$ cat src/rtl/execute_pkg.sv
// ---------------------------------------------------------------------------
// execute_pkg
// Shared definitions for the execute stage and its store FIFO:
//   - opcode constants recognised by execute (all others are no-ops here)
//   - width of one register-file entry and the bit offsets of its fields
//     entry layout: {valid, retr, locked, tag[15:0], val[15:0]}
// ---------------------------------------------------------------------------
package execute_pkg;

    localparam logic [3:0] OP_PLUS  = 4'h1;
    localparam logic [3:0] OP_MINUS = 4'h2;
    localparam logic [3:0] OP_BRZ   = 4'h5;

    localparam int RF_ENTRY_W = 35;
    localparam int VALID_BIT  = 34;
    localparam int RETR_BIT   = 33;
    localparam int LOCKED_BIT = 32;
    localparam int TAG_MSB    = 31;
    localparam int TAG_LSB    = 16;
    localparam int VAL_MSB    = 15;
    localparam int VAL_LSB    = 0;

endpackage

$ cat src/rtl/execute_wb_fifo.sv
// ---------------------------------------------------------------------------
// wb_fifo
// Store FIFO holding {address, data} pairs waiting for the memory port.
// Pushes are refused when full unless a pop happens in the same cycle, and
// pops are refused when empty, so the FIFO can never overflow or underflow.
// Ports:
//   clk, rst        clock, synchronous active-high reset
//   i_push, i_data  write request and 32-bit payload
//   i_pop           remove the head entry
//   o_data          head entry (stable until popped)
//   o_count         number of stored entries (0..DEPTH)
//   o_empty, o_full occupancy flags
// DEPTH must be a power of two (pointers wrap by natural overflow).
// ---------------------------------------------------------------------------
module wb_fifo #(
    parameter int DEPTH = 4
) (
    input  logic                     clk,
    input  logic                     rst,
    input  logic                     i_push,
    input  logic                     i_pop,
    input  logic [31:0]              i_data,
    output logic [31:0]              o_data,
    output logic [$clog2(DEPTH):0]   o_count,
    output logic                     o_empty,
    output logic                     o_full
);

    localparam int AW = $clog2(DEPTH);
    localparam logic [AW:0] FULL_LEVEL = (AW+1)'(DEPTH);

    logic [31:0]   r_mem [DEPTH];
    logic [AW-1:0] r_wrPtr;
    logic [AW-1:0] r_rdPtr;
    logic [AW:0]   r_count;
    logic          w_doPush;
    logic          w_doPop;

    assign o_empty  = (r_count == '0);
    assign o_full   = (r_count == FULL_LEVEL);
    assign w_doPop  = i_pop && !o_empty;
    // A full FIFO may still accept a push when the head leaves this cycle.
    assign w_doPush = i_push && (!o_full || w_doPop);
    assign o_data   = r_mem[r_rdPtr];
    assign o_count  = r_count;

    // Storage array; no reset needed since occupancy is tracked by r_count.
    always_ff @(posedge clk) begin
        if (w_doPush) begin
            r_mem[r_wrPtr] <= i_data;
        end
    end

    // Pointers and occupancy; push+pop together leaves the count unchanged.
    always_ff @(posedge clk) begin
        if (rst) begin
            r_wrPtr <= '0;
            r_rdPtr <= '0;
            r_count <= '0;
        end else begin
            if (w_doPush) begin
                r_wrPtr <= r_wrPtr + 1'b1;
            end
            if (w_doPop) begin
                r_rdPtr <= r_rdPtr + 1'b1;
            end
            case ({w_doPush, w_doPop})
                2'b10:   r_count <= r_count + 1'b1;
                2'b01:   r_count <= r_count - 1'b1;
                default: r_count <= r_count;
            endcase
        end
    end

endmodule

$ cat src/rtl/execute.sv
// ---------------------------------------------------------------------------
// execute
// Execute stage: registers one instruction from select, performs PLUS/MINUS
// (16-bit wrapping increment/decrement of the operand) and BRZ (branch when
// operand is zero). Arithmetic results are written back combinationally into
// the first valid+locked register-file entry whose tag matches the pointer.
// Optional write-through path (macro EXECUTE_WRITE_THROUGH_EN) queues every
// arithmetic result into a store FIFO that drives the memory write port and
// back-pressures upstream when nearly full. Without the macro the memory
// outputs and stall_out are tied to 0 and mem_wr_ready is ignored.
// Ports:
//   clk, rst                    clock, synchronous active-high reset
//   ins, ptr, val, stall_in     instruction, pointer, operand, select stall
//   rf_in / rf_out              current / next register-file state
//   branch_en, branch_target    taken-branch pulse and destination
//   stall_out                   back-pressure to upstream stages
//   mem_wr_en/addr/data         memory write request
//   mem_wr_ready                memory accepts the write request
// ---------------------------------------------------------------------------
module execute
    import execute_pkg::*;
#(
    parameter int NCORES   = 4,
    parameter int WB_DEPTH = 4
) (
    input  logic                         clk,
    input  logic                         rst,
    input  logic [15:0]                  ins,
    input  logic [15:0]                  ptr,
    input  logic [15:0]                  val,
    input  logic                         stall_in,
    input  logic [NCORES*RF_ENTRY_W-1:0] rf_in,
    output logic [NCORES*RF_ENTRY_W-1:0] rf_out,
    output logic                         branch_en,
    output logic [15:0]                  branch_target,
    output logic                         stall_out,
    output logic                         mem_wr_en,
    output logic [15:0]                  mem_wr_addr,
    output logic [15:0]                  mem_wr_data,
    input  logic                         mem_wr_ready
);

    logic        r_exValid;
    logic [15:0] r_exIns;
    logic [15:0] r_exPtr;
    logic [15:0] r_exVal;
    logic        r_branchD1;

    logic        w_capture;
    logic        w_branchEn;
    logic        w_stallOut;
    logic        w_isArith;
    logic [3:0]  w_exOp;
    logic [15:0] w_result;
    logic        w_hit;
    logic [NCORES*RF_ENTRY_W-1:0] w_rfOut;

    assign w_exOp     = r_exIns[15:12];
    assign w_isArith  = r_exValid && ((w_exOp == OP_PLUS) || (w_exOp == OP_MINUS));
    assign w_result   = (w_exOp == OP_PLUS) ? (r_exVal + 16'd1) : (r_exVal - 16'd1);
    assign w_branchEn = r_exValid && (w_exOp == OP_BRZ) && (r_exVal == 16'h0000);

    // Nothing is captured while a branch is in flight or one cycle after it,
    // which squashes the two wrong-path instructions select still presents.
    assign w_capture  = !stall_in && !w_stallOut && !w_branchEn && !r_branchD1;

    assign branch_en     = w_branchEn;
    assign branch_target = {4'h0, r_exIns[11:0]};
    assign stall_out     = w_stallOut;
    assign rf_out        = w_rfOut;

    // Stage register plus the delayed branch flag; a cycle without capture
    // leaves a bubble (ex_valid low) rather than holding the old instruction.
    always_ff @(posedge clk) begin
        if (rst) begin
            r_exValid  <= 1'b0;
            r_branchD1 <= 1'b0;
            r_exIns    <= '0;
            r_exPtr    <= '0;
            r_exVal    <= '0;
        end else begin
            r_branchD1 <= w_branchEn;
            r_exValid  <= w_capture;
            if (w_capture) begin
                r_exIns <= ins;
                r_exPtr <= ptr;
                r_exVal <= val;
            end
        end
    end

    // Writeback: pass the register file through untouched except for the
    // lowest-indexed valid, locked entry whose tag equals the pointer, which
    // receives the result and is unlocked.
    always_comb begin
        w_rfOut = rf_in;
        w_hit   = 1'b0;
        for (int i = 0; i < NCORES; i++) begin
            if (w_isArith && !w_hit
                && rf_in[i*RF_ENTRY_W + VALID_BIT]
                && rf_in[i*RF_ENTRY_W + LOCKED_BIT]
                && (rf_in[i*RF_ENTRY_W + TAG_LSB +: 16] == r_exPtr)) begin
                w_rfOut[i*RF_ENTRY_W + VAL_LSB +: 16] = w_result;
                w_rfOut[i*RF_ENTRY_W + LOCKED_BIT]    = 1'b0;
                w_hit = 1'b1;
            end
        end
    end

`ifdef EXECUTE_WRITE_THROUGH_EN
    localparam int CW = $clog2(WB_DEPTH) + 1;
    localparam logic [CW-1:0] STALL_LEVEL = CW'(WB_DEPTH - 1);

    logic          w_fifoPop;
    logic          w_fifoEmpty;
    logic          w_fifoFull;
    logic [31:0]   w_fifoHead;
    logic [CW-1:0] w_fifoCount;

    assign w_fifoPop = !w_fifoEmpty && mem_wr_ready;

    wb_fifo #(
        .DEPTH (WB_DEPTH)
    ) u_wbFifo (
        .clk     (clk),
        .rst     (rst),
        .i_push  (w_isArith),
        .i_pop   (w_fifoPop),
        .i_data  ({r_exPtr, w_result}),
        .o_data  (w_fifoHead),
        .o_count (w_fifoCount),
        .o_empty (w_fifoEmpty),
        .o_full  (w_fifoFull)
    );

    // Stall one entry early so the op already in the stage always has room.
    assign w_stallOut  = (w_fifoCount >= STALL_LEVEL);
    assign mem_wr_en   = !w_fifoEmpty;
    assign mem_wr_addr = w_fifoHead[31:16];
    assign mem_wr_data = w_fifoHead[15:0];

    logic w_unusedFull;
    assign w_unusedFull = w_fifoFull;
`else
    logic w_unusedReady;
    assign w_unusedReady = mem_wr_ready;

    assign w_stallOut  = 1'b0;
    assign mem_wr_en   = 1'b0;
    assign mem_wr_addr = 16'h0000;
    assign mem_wr_data = 16'h0000;
`endif

endmodule

$ cat config.mk
export PLATFORM = sky130hd
export DESIGN_NAME = execute
export DESIGN_NICKNAME = d
export VERILOG_FILES = /design/src/rtl/execute_pkg.sv /design/src/rtl/execute_wb_fifo.sv /design/src/rtl/execute.sv
export SDC_FILE = /design/constraint.sdc
export NUM_CORES = 1
export LEC_CHECK = 0
export ABC_AREA = 1
export BUFFER_PORTS_ARGS = -buffer_cell sky130_fd_sc_hd__buf_4
export CORE_AREA = 2 2 147 149
export CTS_CLUSTER_SIZE = 28
export DETAILED_ROUTE_END_ITERATION = 6
export DIE_AREA = 0 0 149 151
export HOLD_SLACK_MARGIN = 0.08
export PLACE_DENSITY_LB_ADDON = 0.15
export SLEW_MARGIN = 10
export SYNTH_ARGS = -nofsm -noshare
export SYNTH_HDL_FRONTEND = slang
export SYNTH_SLANG_ARGS = --single-unit
export TNS_END_PERCENT = 1
$ cat constraint.sdc
create_clock -name clk -period 2.95 [get_ports clk]
set_input_delay 0.59 -clock clk [delete_from_list [all_inputs] [get_ports clk]]
set_output_delay 0.59 -clock clk [all_outputs]
set_load 0.1 [all_outputs]
# [After elaboration in Yosys (flattened, before gate mapping)]
# Cells that the tools add are included.
# Widths: inputs -> output; s select.
[classes] n_addsub=2 eq_ne=7 reduce_logical=28 n_mux=12
[ops] op="$mux 16" count=5
[ops] op="$eq 16x16->1" count=4
[ops] op="$logic_and 1x1->1" count=20
[ops] op="$add 16x1->16 const B" count=1
[ops] op="$logic_not 16->1" count=1
[ops] op="$sub 16x1->16 const B" count=1
[ops] op="$mux 1" count=7
[ops] op="$logic_not 1->1" count=6
[ops] op="$eq 4x1->1 const B" count=1
[ops] op="$eq 4x2->1 const B" count=1
[ops] op="$eq 4x3->1 const B" count=1
[ops] op="$logic_or 1x1->1" count=1
[totals] out_inout_bits=191 ff_bits=50

# [Depth between registers and ports, before layout]
[logic_depth] depth_word=25 depth_mapped=17 mapped_depth_nobuf=17

# [Least setup slack after synthesis]
# OpenSTA, ideal clock, no wires.
[synth_path] kind="reg-to-output" start="register r_exIns[13]" end="output port rf_out[39]" path_stages_with_launch=12 arrival_ns=3.781 t_required_ns=2.360 slack_ns=-1.421 cell_sequence="dfxtp_1 inv_1 nand2_1 inv_1 nand2_1 inv_1 fa_1 inv_1 nand3_1 nand2_1 xnor2_1 o21ai_0"
[synth_between] elab_chain_cells=13 word_cells_on_any_way=15 classes_between="2 x eq/ne; 3 x mux; 10 x reduce/logical"
[synth_lines] element="start, declared" line="execute.sv:44" rtl="logic [15:0] r_exIns;"
[synth_lines] element="start signal, assigned" line="execute.sv:85" rtl="r_exIns <= ins;"
[synth_lines] element="$eq 4x1->1 or $eq 4x2->1 (tied branches)" line="execute.sv:59, execute.sv:60"
[synth_lines] element="$logic_or 1x1->1" line="execute.sv:59" rtl="assign w_isArith = r_exValid && ((w_exOp == OP_PLUS) || (w_exOp == OP_MINUS));"
[synth_lines] element="$logic_and 1x1->1" line="execute.sv:59"
[synth_lines] element="$logic_and 1x1->1" line="execute.sv:100" rtl="&& rf_in[i*RF_ENTRY_W + VALID_BIT]"
[synth_lines] element="$logic_and 1x1->1" line="execute.sv:101" rtl="&& rf_in[i*RF_ENTRY_W + LOCKED_BIT]"
[synth_lines] element="$logic_and 1x1->1" line="execute.sv:102" rtl="&& (rf_in[i*RF_ENTRY_W + TAG_LSB +: 16] == r_exPtr)) begin"
[synth_lines] element="$mux 1" line="execute.sv:99" rtl="if (w_isArith && !w_hit"
[synth_lines] element="$logic_not 1->1" line="execute.sv:99"
[synth_lines] element="$logic_and 1x1->1" line="execute.sv:99"
[synth_lines] element="$logic_and 1x1->1" line="execute.sv:100"
[synth_lines] element="$logic_and 1x1->1" line="execute.sv:101"
[synth_lines] element="$logic_and 1x1->1" line="execute.sv:102"
[synth_lines] element="$mux 16 (*)" line="execute.sv:99"
[synth_lines] element="end, declared" line="execute.sv:33" rtl="output logic [NCORES*RF_ENTRY_W-1:0] rf_out,"
# Mark *: on every way between the ends. The rest lies on a longest branch, timed or not.

# [Final worst setup path]
[layout_path] start="register r_exIns[15]" end="output port rf_out[117]"
[layout_between] elab_chain_cells=25 word_cells_on_any_way=27 classes_between="2 x eq/ne; 5 x mux; 20 x reduce/logical"
[layout_lines] element="$eq 4x1->1 or $eq 4x2->1 (tied branches)" line="execute.sv:59, execute.sv:60"
[layout_lines] element="$logic_or 1x1->1" line="execute.sv:59"
[layout_lines] element="$logic_and 1x1->1" line="execute.sv:59"
[layout_lines] element="$logic_and 1x1->1" line="execute.sv:100"
[layout_lines] element="$logic_and 1x1->1" line="execute.sv:101"
[layout_lines] element="$logic_and 1x1->1" line="execute.sv:102"
[layout_lines] element="$mux 1" line="execute.sv:99"
[layout_lines] element="$logic_not 1->1" line="execute.sv:99"
[layout_lines] element="[... 9 more ...]"
[layout_lines] element="$logic_and 1x1->1" line="execute.sv:102"
[layout_lines] element="$mux 1" line="execute.sv:99"
[layout_lines] element="$logic_not 1->1" line="execute.sv:99"
[layout_lines] element="$logic_and 1x1->1" line="execute.sv:99"
[layout_lines] element="$logic_and 1x1->1" line="execute.sv:100"
[layout_lines] element="$logic_and 1x1->1" line="execute.sv:101"
[layout_lines] element="$logic_and 1x1->1" line="execute.sv:102"
[layout_lines] element="$mux 16 (*)" line="execute.sv:99"
# Marked as above.

==> flow_summary.json <==
{
  "status": "complete, but fails checks",
  "violations": "setup timing",
  "rsz0062_at_grt": "true",
  "ff2ff_path_depth": 9,
  "async_flop_share": 0,
  "yosys_warnings": 0,
  "synthCells": 1095,
  "leakage_nw": 5.16,
  "clock-sinks": 50,
  "synth_edf_count": 0,
  "start_util": 0.295,
  "ios": 383,
  "power.density_nw_per_um2": 386,
  "cp_data_required_time_ps": 2360,
  "fin_nets": 1590,
  "rows": 53,
  "syn_area_sq_um": 6140,
  "avgSynthCellArea_sq_um": 5.61,
  "hold_class": "register to register",
  "tightest_slew_ps": 535,
  "hold_viol": 0,
  "synth_area_leader_cell": "nand2_1",
  "crit_arrival_ps": 2620,
  "dp_hpwl_mm": 21.0,
  "vias": 7564,
  "path_delay_family": "simple AND/OR/NAND/NOR gates",
  "drt_iter0_drc": 375,
  "hold_path_depth": 2,
  "ir_worst_vdd_v": 0.000647,
  "met2_usage": 0.365,
  "slowest_delay_ps": 360,
  "first_pass_iters": 4,
  "syn2layout_area_growth_pct": 59.5,
  "regToRegSetupSlack_ps": 930,
  "via_per_inst": 4.56,
  "grt_max_degree": 51,
  "relSlewSlack": 0.643,
  "cap_violations": 0,
  "final_common_cell": "buf_4",
  "cts_tree": "done",
  "fin_crit_sh": 1.09,
  "synth.top_cell.area_share": 0.237,
  "crit_buf_inv": 3,
  "gp_congestion": 0.911,
  "antenna_found_initial": 0,
  "reg2reg_from": "r_exIns[15]",
  "power_mw": 3.78,
  "grt_pass1_vias": 6992,
  "antennaDiodeCount": 0,
  "path_cells": "nor2_2, nand2_2, buf_12, ha_1, nand2_1, o21ai_1, nand2_1, nand3_1, nor2_1, nor2_1, buf_4, nand3_1, nand2_2, buf_12",
  "grt_pass1_wl_mm": 38.3,
  "core_region_area_sq_um": 20800,
  "clkTransAtPathRegs_ps": 70,
  "die-area_sq_um": 22500,
  "setup_slack_ps": -260,
  "clk_path_buf_depth": 2,
  "ctsHtreeMaxLevel": 2,
  "crit_start": "r_exIns[15]",
  "die_x_um": 149,
  "dieHeight_um": 151,
  "overflow": 0,
  "layout_common_cells": "buf_4 (337), nand2_1 (335), nand3_1 (119)",
  "crit_end": "rf_out[117]",
  "drc": 0,
  "grt_usage": 0.217,
  "endpoint_kind": "output port",
  "synth_cell_type_count": 35,
  "cts-buffers-inserted": 5,
  "yosysSeqAreaShare": 0.163,
  "met3_usage": 0.0383,
  "io_buffers": 335,
  "drive_above_1_share": 0.398,
  "setup_tns_ps": -7630,
  "crit_path_max_fanout": 12,
  "grt-busiest-layer": "met2",
  "fmax_mhz": 312,
  "crit_type": "register to output port",
  "slowest_stage": "ha_1",
  "yosys_register_bits": 50,
  "clk_latency_ps": 290,
  "grt_util_met1": 0.293,
  "clock_skew_ps": 3.10,
  "synth_area_leaders": "nand2_1 (24%), dfxtp_1 (16%), buf_4 (16%), nand3_1 (10%), inv_1 (5.5%)",
  "min_period_ps": 3210,
  "setup_viol": 49,
  "cts-root-buf": "clkbuf_16",
  "cp.depth": 14,
  "slew_viol_final": 0,
  "routed_wirelength_mm": 25.7,
  "ant_nets": 0,
  "start_kind": "register",
  "r2r_end": "r_exPtr[9]",
  "wl_per_cell_um": 15.5,
  "synthFlopType": "dfxtp_1"
}
## tightest hold or removal path, stage by stage, from the launching register on
cell and delay (ps):
dfxtp_1 310, nand2_1 60, a21oi_1 50
## power breakdown
group          internal (mW)  switching [mW]  total (mW)
Combinational          0.766            1.68        2.45
Sequential             0.713          0.0479       0.761
Clock                  0.314           0.255       0.570
Total                   1.79            1.98        3.78
## what timing repair did
action                     in CTS  in global routing
hold buffers                    0                  0
resized for setup             238                 49
setup endpoints to repair      61                 65
pin swaps                      17                 10
buffers inserted                1                  0
## cell families (layout without fill, tap and decap cells)
logic type / count (synthesis) / in the layout / share of synthesized area
fa+ha+maj: 15 / 15 / 0.0318
flops: 50 / 50 / 0.163
simple gates: 632 / 632 / 0.435
xor+xnor: 17 / 17 / 0.0242
other cells: 1 / 38 / 0.000611
buf+inv: 265 / 517 / 0.250
compound gates: 115 / 115 / 0.0954
## cell type report
| cell class | instances | area, sq um |
|---|---|---|
| sequential | 50 | 1030 |
| timing repair buffer | 404 | 3790 |
| tap | 275 | 344 |
| clock inverter | 3 | 21.3 |
| clock buffer | 5 | 125 |
| inverter | 105 | 399 |
| multi-input combinational | 817 | 4090 |
| fill | 2219 | 11000 |
## routing by layer
layer  wire, um  part of all wire
met1      11200              0.44
met2      12300              0.48
met3       1910             0.074
met4        265             0.010
met5          0                 0
## through the flow
stage | hold slack [ps] | util | worst slack, ps | cells | instance area (sq um)
2_1_floorplan | 440 | - | -469 | 1132 | 6290
3_3_place_gp | 449 | 0.412 | -145 | 1650 | 8590
3_5_place_dp | 457 | 0.412 | -151 | 1650 | 8590
4_1_cts | 468 | 0.462 | -234 | 1659 | 9620
5_1_grt | 481 | 0.470 | -395 | 1659 | 9790
6_report | 465 | 0.470 | -260 | 1659 | 9790
## registers in the layout, indices dropped and copies added, names as in the netlist
signal      cells
r_branchD1      1
r_exIns        16
r_exPtr        16
r_exVal        16
r_exValid       1
## how the worst min path moves through the flow
stage / from / slack, ps / endpoint
floorplan: r_exIns[10] / 440 / r_exIns[10]
global placement: r_exIns[5] / 450 / r_exIns[5]
detailed placement: r_exIns[2] / 460 / r_exIns[2]
CTS: r_exIns[10] / 470 / r_exIns[10]
global route: r_exIns[10] / 480 / r_exIns[10]
finish: r_exIns[5] / 460 / r_exIns[5]
## synth_stat cells, types with 14 or more instances
master and n:
nor2_1 85, buf_4 128, inv_2 15, clkbuf_1 14, o21ai_0 34, inv_1 90, nand2_1 388, ha_1 14
a21oi_1 67, dfxtp_1 50, nand3_1 124
No activity file was read; power rests on OpenSTA's default activity.
